`config.mk`:
```
export PLATFORM = sky130hd
export DESIGN_NAME = hub75_fb_readout
export DESIGN_NICKNAME = d
export VERILOG_FILES = /design/src/rtl/hub75_pkg.sv /design/src/rtl/hub75_linebuffer.sv /design/src/rtl/hub75_fb_readout.sv
export SDC_FILE = /design/constraint.sdc
export NUM_CORES = 2
export LEC_CHECK = 0
export CAP_MARGIN = 20
export CORE_ASPECT_RATIO = 1.1
export CORE_MARGIN = 2
export CORE_UTILIZATION = 53
export DETAILED_ROUTE_END_ITERATION = 12
export GPL_TIMING_DRIVEN = 0
export PLACE_DENSITY = 0.71
export SLEW_MARGIN = 25
export SYNTH_ARGS = -nofsm -noshare
export SYNTH_HDL_FRONTEND = slang
export SYNTH_SLANG_ARGS = --single-unit
```
`constraint.sdc`:
```
create_clock -name clk -period 2.83 [get_ports clk]
set_input_delay 0.7075 -clock clk [delete_from_list [all_inputs] [get_ports clk]]
set_output_delay 0.7075 -clock clk [all_outputs]
set_load 0.02 [all_outputs]
```
`src/rtl/hub75_pkg.sv`:
```
// Shared definitions for the HUB75 frame-buffer readout slice:
// frame-buffer port widths and the row-load FSM encoding.
package hub75_pkg;

    localparam int FB_AW = 13;
    localparam int FB_DW = 16;

    typedef enum logic [1:0] {
        ST_IDLE  = 2'd0,
        ST_REQ   = 2'd1,
        ST_RUN   = 2'd2,
        ST_DRAIN = 2'd3
    } rd_state_t;

endpackage

```
`src/rtl/hub75_linebuffer.sv`:
```
// One line of pixels: N_COLS entries of N_BANKS words, masked
// per-word writes and a registered read that holds when rd_en is low.
module hub75_linebuffer
    import hub75_pkg::*;
#(
    parameter int N_BANKS = 2,
    parameter int N_COLS  = 64,
    parameter int W       = 24,
    localparam int AW     = $clog2(N_COLS)
) (
    input  logic                 clk,
    input  logic                 rst,
    input  logic [AW-1:0]        wr_addr,
    input  logic [N_BANKS-1:0]   wr_mask,
    input  logic [N_BANKS*W-1:0] wr_data,
    input  logic [AW-1:0]        rd_addr,
    input  logic                 rd_en,
    output logic [N_BANKS*W-1:0] rd_data
);

    logic [N_BANKS*W-1:0] mem [N_COLS];

    always_ff @(posedge clk) begin
        for (int b = 0; b < N_BANKS; b++) begin
            if (wr_mask[b]) begin
                mem[wr_addr][b*W +: W] <= wr_data[b*W +: W];
            end
        end
    end

    always_ff @(posedge clk or posedge rst) begin
        if (rst) begin
            rd_data <= '0;
        end else if (rd_en) begin
            rd_data <= mem[rd_addr];
        end
    end

endmodule

```
`src/rtl/hub75_fb_readout.sv`:
```
// Loads one panel row from the frame buffer into a line buffer and serves
// scan-side column reads. Define HUB75_READOUT_DBLBUF_EN for front/back buffers.
module hub75_fb_readout
    import hub75_pkg::*;
#(
    parameter int N_BANKS  = 2,
    parameter int N_ROWS   = 32,
    parameter int N_COLS   = 64,
    parameter int N_CHANS  = 3,
    parameter int N_PLANES = 8,
    localparam int W           = N_CHANS * N_PLANES,
    localparam int LOG_N_ROWS  = $clog2(N_ROWS),
    localparam int LOG_N_COLS  = $clog2(N_COLS),
    localparam int LOG_N_BANKS = $clog2(N_BANKS)
) (
    input  logic                  clk,
    input  logic                  rst,
    input  logic [LOG_N_ROWS-1:0] rd_row_addr,
    input  logic                  rd_row_load,
    output logic                  rd_row_rdy,
    input  logic                  rd_row_swap,
    input  logic [LOG_N_COLS-1:0] rd_col_addr,
    input  logic                  rd_en,
    output logic [N_BANKS*W-1:0]  rd_data,
    output logic                  ctrl_req,
    input  logic                  ctrl_gnt,
    output logic                  ctrl_rel,
    output logic [FB_AW-1:0]      fb_addr,
    output logic                  fb_rden,
    input  logic [FB_DW-1:0]      fb_data
);

    localparam int K_W = LOG_N_COLS + LOG_N_BANKS + 1;
    localparam logic [K_W-1:0] K_LAST = K_W'(2 * N_BANKS * N_COLS - 1);

    rd_state_t state, state_nx;

    logic [LOG_N_ROWS-1:0] row_q;
    logic [K_W-1:0]        k;
    logic [K_W-1:0]        ret_k;
    logic                  ret_vld;
    logic [FB_DW-1:0]      lo_q;

    logic                  wr_en;
    logic [LOG_N_COLS-1:0] wr_col;
    logic [N_BANKS-1:0]    wr_mask;
    logic [W-1:0]          wr_pix;
    logic [N_BANKS*W-1:0]  wr_data;

    always_ff @(posedge clk or posedge rst) begin
        if (rst) begin
            state <= ST_IDLE;
        end else begin
            state <= state_nx;
        end
    end

    always_comb begin
        state_nx = state;
        unique case (state)
            ST_IDLE:  if (rd_row_load) state_nx = ST_REQ;
            ST_REQ:   if (ctrl_gnt) state_nx = ST_RUN;
            ST_RUN:   if (k == K_LAST) state_nx = ST_DRAIN;
            ST_DRAIN: if (wr_en && ret_k == K_LAST) state_nx = ST_IDLE;
            default:  state_nx = ST_IDLE;
        endcase
    end

    always_comb begin
        rd_row_rdy = 1'b0;
        ctrl_req   = 1'b0;
        ctrl_rel   = 1'b0;
        fb_rden    = 1'b0;
        fb_addr    = '0;
        unique case (state)
            ST_IDLE:  rd_row_rdy = 1'b1;
            ST_REQ:   ctrl_req = 1'b1;
            ST_RUN: begin
                fb_rden = 1'b1;
                fb_addr = {row_q, k};
            end
            ST_DRAIN: ctrl_rel = 1'b1;
            default: ;
        endcase
    end

    // k doubles as the low address bits: {col, bank, half}
    always_ff @(posedge clk or posedge rst) begin
        if (rst) begin
            row_q   <= '0;
            k       <= '0;
            ret_vld <= 1'b0;
            ret_k   <= '0;
            lo_q    <= '0;
        end else begin
            if (state == ST_IDLE && rd_row_load) row_q <= rd_row_addr;
            if (state == ST_RUN) k <= k + 1'b1;
            else k <= '0;
            ret_vld <= fb_rden;
            ret_k   <= k;
            if (ret_vld && !ret_k[0]) lo_q <= fb_data;
        end
    end

    assign wr_en   = ret_vld && ret_k[0];
    assign wr_col  = ret_k[K_W-1 -: LOG_N_COLS];
    assign wr_mask = {N_BANKS{wr_en}}
                   & (N_BANKS'(1) << (ret_k[K_W-LOG_N_COLS-1:0] >> 1));
    assign wr_pix  = {fb_data[W-17:0], lo_q};
    assign wr_data = {N_BANKS{wr_pix}};

`ifdef HUB75_READOUT_DBLBUF_EN
    logic                 sel;
    logic                 rd_sel;
    logic [N_BANKS*W-1:0] rd0;
    logic [N_BANKS*W-1:0] rd1;

    // sel names the front buffer; the load always fills the other one
    always_ff @(posedge clk or posedge rst) begin
        if (rst) begin
            sel    <= 1'b0;
            rd_sel <= 1'b0;
        end else begin
            if (rd_row_swap && state == ST_IDLE) sel <= ~sel;
            if (rd_en) rd_sel <= sel;
        end
    end

    hub75_linebuffer #(
        .N_BANKS (N_BANKS),
        .N_COLS  (N_COLS),
        .W       (W)
    ) u_lb0 (
        .clk     (clk),
        .rst     (rst),
        .wr_addr (wr_col),
        .wr_mask (sel ? wr_mask : '0),
        .wr_data (wr_data),
        .rd_addr (rd_col_addr),
        .rd_en   (rd_en),
        .rd_data (rd0)
    );

    hub75_linebuffer #(
        .N_BANKS (N_BANKS),
        .N_COLS  (N_COLS),
        .W       (W)
    ) u_lb1 (
        .clk     (clk),
        .rst     (rst),
        .wr_addr (wr_col),
        .wr_mask (sel ? '0 : wr_mask),
        .wr_data (wr_data),
        .rd_addr (rd_col_addr),
        .rd_en   (rd_en),
        .rd_data (rd1)
    );

    assign rd_data = rd_sel ? rd1 : rd0;
`else
    logic unused_swap;
    assign unused_swap = rd_row_swap;

    hub75_linebuffer #(
        .N_BANKS (N_BANKS),
        .N_COLS  (N_COLS),
        .W       (W)
    ) u_lb (
        .clk     (clk),
        .rst     (rst),
        .wr_addr (wr_col),
        .wr_mask (wr_mask),
        .wr_data (wr_data),
        .rd_addr (rd_col_addr),
        .rd_en   (rd_en),
        .rd_data (rd_data)
    );
`endif

endmodule

```
==> results.sh <==
export IMPL_status="complete, but fails checks"
export IMPL_violations="setup timing"
export IMPL_routed_via_density=6.388
export IMPL_synth_distinct_cells=47
export IMPL_drive_gt1_share_pct=21.95
export IMPL_drt_wl_total_um=329900
export IMPL_syn_avg_cell_area_um2=19.70
export IMPL_pre_cts_slack_ns=-1.777
export IMPL_path_delay_family="compound AO/OA/AOI/OAI gates"
export IMPL_crit_type="primary input to register"
export IMPL_seq_area_frac_synth_pct=77.40
export IMPL_start_util_pct=53.38
export IMPL_cp_max_fo=10
export IMPL_synth_cells=6194
export IMPL_track_usage_pct=28.05
export IMPL_cts_inserted_buffers=323
export IMPL_ir_worst_vdd_mv=0.6519
export IMPL_min_period_ns=2.891
export IMPL_endpoint_kind="register"
export IMPL_synth_edf_count=3072
export IMPL_ys_ff_latch=3160
export IMPL_drt_iter0_markers=8747
export IMPL_maxCapViolations=0
export IMPL_die_w_um=461.5
export IMPL_tightest_slew_ns=1.106
export IMPL_required_ns=3.69
export IMPL_worst_slack_ns=-0.06089
export IMPL_rsz0062_at_grt="true"
export IMPL_synth_nets=6232
export IMPL_grt_first_pass_wirelength_um=463700
export IMPL_wl_per_cell_um=32.59
export IMPL_cts_tree="done"
export IMPL_vias=64670
export IMPL_r2r_slack_ns=-0.04
export IMPL_grt_max_degree=102
export IMPL_yosysWarnings=0
export IMPL_worst_path_buf_inv=4
export IMPL_slew_headroom_pct=25.97
export IMPL_p_leak_uw=0.04782
export IMPL_hold_buffers=0
export IMPL_ys_flop_type="edfxtp_1"
export IMPL_h_tree_depth=5
export IMPL_register_area_um2=94510
export IMPL_finalSetupViolations=79
export IMPL_drtPass1Iterations=6
export IMPL_clkTransAtPathRegs_ns=0.06
export IMPL_hold_violations=0
export IMPL_hold_path_class="primary input to register"
export IMPL_holdPathStages=1
export IMPL_path_cells="buf_2 > buf_6 > buf_2 > buf_2 > mux4_2 > mux2i_1 > o211ai_1 > o211ai_1 > o21ai_1"
export IMPL_async_flop_share_pct=2.785
export IMPL_tns_ns=-1.697
export IMPL_postRouteAntennaNets=0
export IMPL_min_period_over_period_pct=102.2
export IMPL_gp_congestion=0.9184
export IMPL_skew_ns=0.05508
export IMPL_nNetsFinal=6862
export IMPL_syn_area_um2=122000
export IMPL_ios=98
export IMPL_die_area_um2=234100
export IMPL_insertion_delay_ns=0.94
export IMPL_grt_ovfl_total=0
export IMPL_clockRootBuffer="clkbuf_16"
export IMPL_grt_pass1_vias=64160
export IMPL_core_rowCount=184
export IMPL_drv_slew=0
export IMPL_critical_path_cell_count=9
export IMPL_slowest_delay_ns=0.57
export IMPL_die_y_um=507.3
export IMPL_crit_path_frequent_cell="buf_2"
export IMPL_port_buffers=92
export IMPL_numClockSinks=3160
export IMPL_dp_hpwl_um=221300
export IMPL_fill_cells=15150
export IMPL_drcViolationCount=0
export IMPL_fp_coreArea_um2=228600
export IMPL_multiInputGateArea_um2=26700
export IMPL_max_clock_freq_mhz=345.9
export IMPL_reg2reg_depth=4
export IMPL_cpMaxStageDelayCell="o211ai_1"
export IMPL_critPathLaunchType="primary input"
export IMPL_cts_buffer_depth=4
export IMPL_arrival_ns=3.75
export IMPL_grt_antenna_before_repair=21
export IMPL_powerDensity_nw_per_um2=761.6
export IMPL_syn_to_final_growth_pct=17.18
[final cells by class]
type                            count  area share [%]
Sequential cell                  3160           66.10
Inverter                           38          0.1024
Buffer                            354           1.509
Multi-Input combinational cell   2633           18.67
Clock buffer                      403           5.979
Clock inverter                    142          0.8269
Timing Repair Buffer              314           4.109
Tap cell                         3069           2.685
Antenna cell                       11         0.01925
[layout by cell type, fill, tap and decap left out, types with 36 or more instances in the layout]
| cell | netlist | routed |
|---|---|---|
| o211ai_1 | 111 | 111 |
| o21ai_0 | 66 | 65 |
| buf_16 | 0 | 131 |
| buf_2 | 119 | 107 |
| a22o_1 | 47 | 47 |
| inv_1 | 38 | 36 |
| mux2_2 | 101 | 101 |
| mux2i_1 | 961 | 961 |
| edfxtp_1 | 3072 | 3072 |
| clkdlybuf4s50_1 | 0 | 43 |
| buf_6 | 30 | 46 |
| a221oi_1 | 79 | 79 |
| nor2_4 | 0 | 129 |
| nand2_1 | 131 | 117 |
| buf_4 | 56 | 105 |
| buf_12 | 0 | 57 |
| clkinv_1 | 0 | 58 |
| clkinv_2 | 0 | 49 |
| clkbuf_1 | 138 | 154 |
| clkbuf_16 | 0 | 328 |
| a22oi_1 | 99 | 99 |
| a21oi_1 | 111 | 111 |
| mux4_2 | 320 | 320 |
| dfrtp_1 | 88 | 70 |
| o22ai_1 | 176 | 176 |
| nand3_1 | 72 | 67 |
[worst paths after layout]
kind / end / from
worst min register to register: ret_k[7] / k[7]
min in group asynchronous: k[7] / rst
max in group asynchronous: u_lb.rd_data[37] / rst
worst max register to register: u_lb.mem[43][42] / ret_k[7]
worst min-delay path: u_lb.mem[58][23] / fb_data[7]
worst max-delay path: u_lb.rd_data[0] / rd_col_addr[4]
[timing repair]
action,in CTS,in global routing
buffers inserted,49,4
gates resized for setup,208,65
pin swaps,38,10
endpoints found under the hold margin,0,0
gates cloned,0,0
setup endpoints to repair,3024,425
[worst reg2reg max path, delay by kind of cell, from the launching register on]
kind / cells / cell delay (ns)
buffers and inverters: 1 / 0.23
AND/OR/NAND/NOR: 3 / 1.48
flip-flops: 1 / 0.81
[where the power goes]
| group | switching, uW | internal (uW) | leakage (uW) | total, uW |
|---|---|---|---|---|
| Clock | 17100 | 23000 | 0.00476 | 40100 |
| Combinational | 7600 | 3150 | 0.0144 | 10800 |
| Sequential | 1740 | 56300 | 0.0287 | 58000 |
[cell families after synthesis]
family / after synthesis / share of synthesized area (%)
AOI/OAI and AO/OA: 740 / 4.092
xor gates and xnor gates: 6 / 0.04306
buffers and inverters: 401 / 1.715
DFF: 3160 / 77.40
and+or+nand+nor: 500 / 1.976
adders and majority gates: 5 / 0.05127
muxes: 1382 / 14.72
[registers in the layout, summed over array words and instances, names as in the netlist]
signal	cells
state	2
row_q	5
ret_k	8
u_lb.mem	3072
lo_q	16
u_lb.rd_data	48
k	8
ret_vld	1
[cells in the mapped netlist (88+ instances only)]
master / instances / area, um^2
a21oi_1: 111 / 555.5
a22oi_1: 99 / 743.2
buf_2: 119 / 595.6
clkbuf_1: 138 / 518.0
dfrtp_1: 88 / 2202
edfxtp_1: 3072 / 92250
mux2_2: 101 / 1137
mux2i_1: 961 / 9619
mux4_2: 320 / 7207
nand2_1: 131 / 491.7
nor2_1: 149 / 559.3
o211ai_1: 111 / 833.3
o22ai_1: 176 / 1101
[per-stage QoR]
step / util (%) / cells / power (uW) / hold slack (ns) / cell area [um^2]
2_1_floorplan: - / 6194 / 63190 / 0.4038 / 122000
3_3_place_gp: 55.46 / 9355 / 67130 / 0.4594 / 126800
3_5_place_dp: 57.83 / 9524 / 69420 / 0.4510 / 132200
4_1_cts: 62.46 / 10110 / 108900 / 0.06406 / 142800
5_1_grt: 62.54 / 10120 / 111500 / 0.09829 / 143000
6_report: 62.55 / 10120 / 108900 / 0.1252 / 143000
[metal layers]
| metal | GRT usage, % | share of wire, % |
|---|---|---|
| met5 | 0 | 0.021 |
| met4 | 11.60 | 4.4 |
| met3 | 6.414 | 10 |
| met2 | 45.56 | 49 |
| met1 | 36.73 | 36 |
Note: power is estimated with default switching activity, not from simulation.
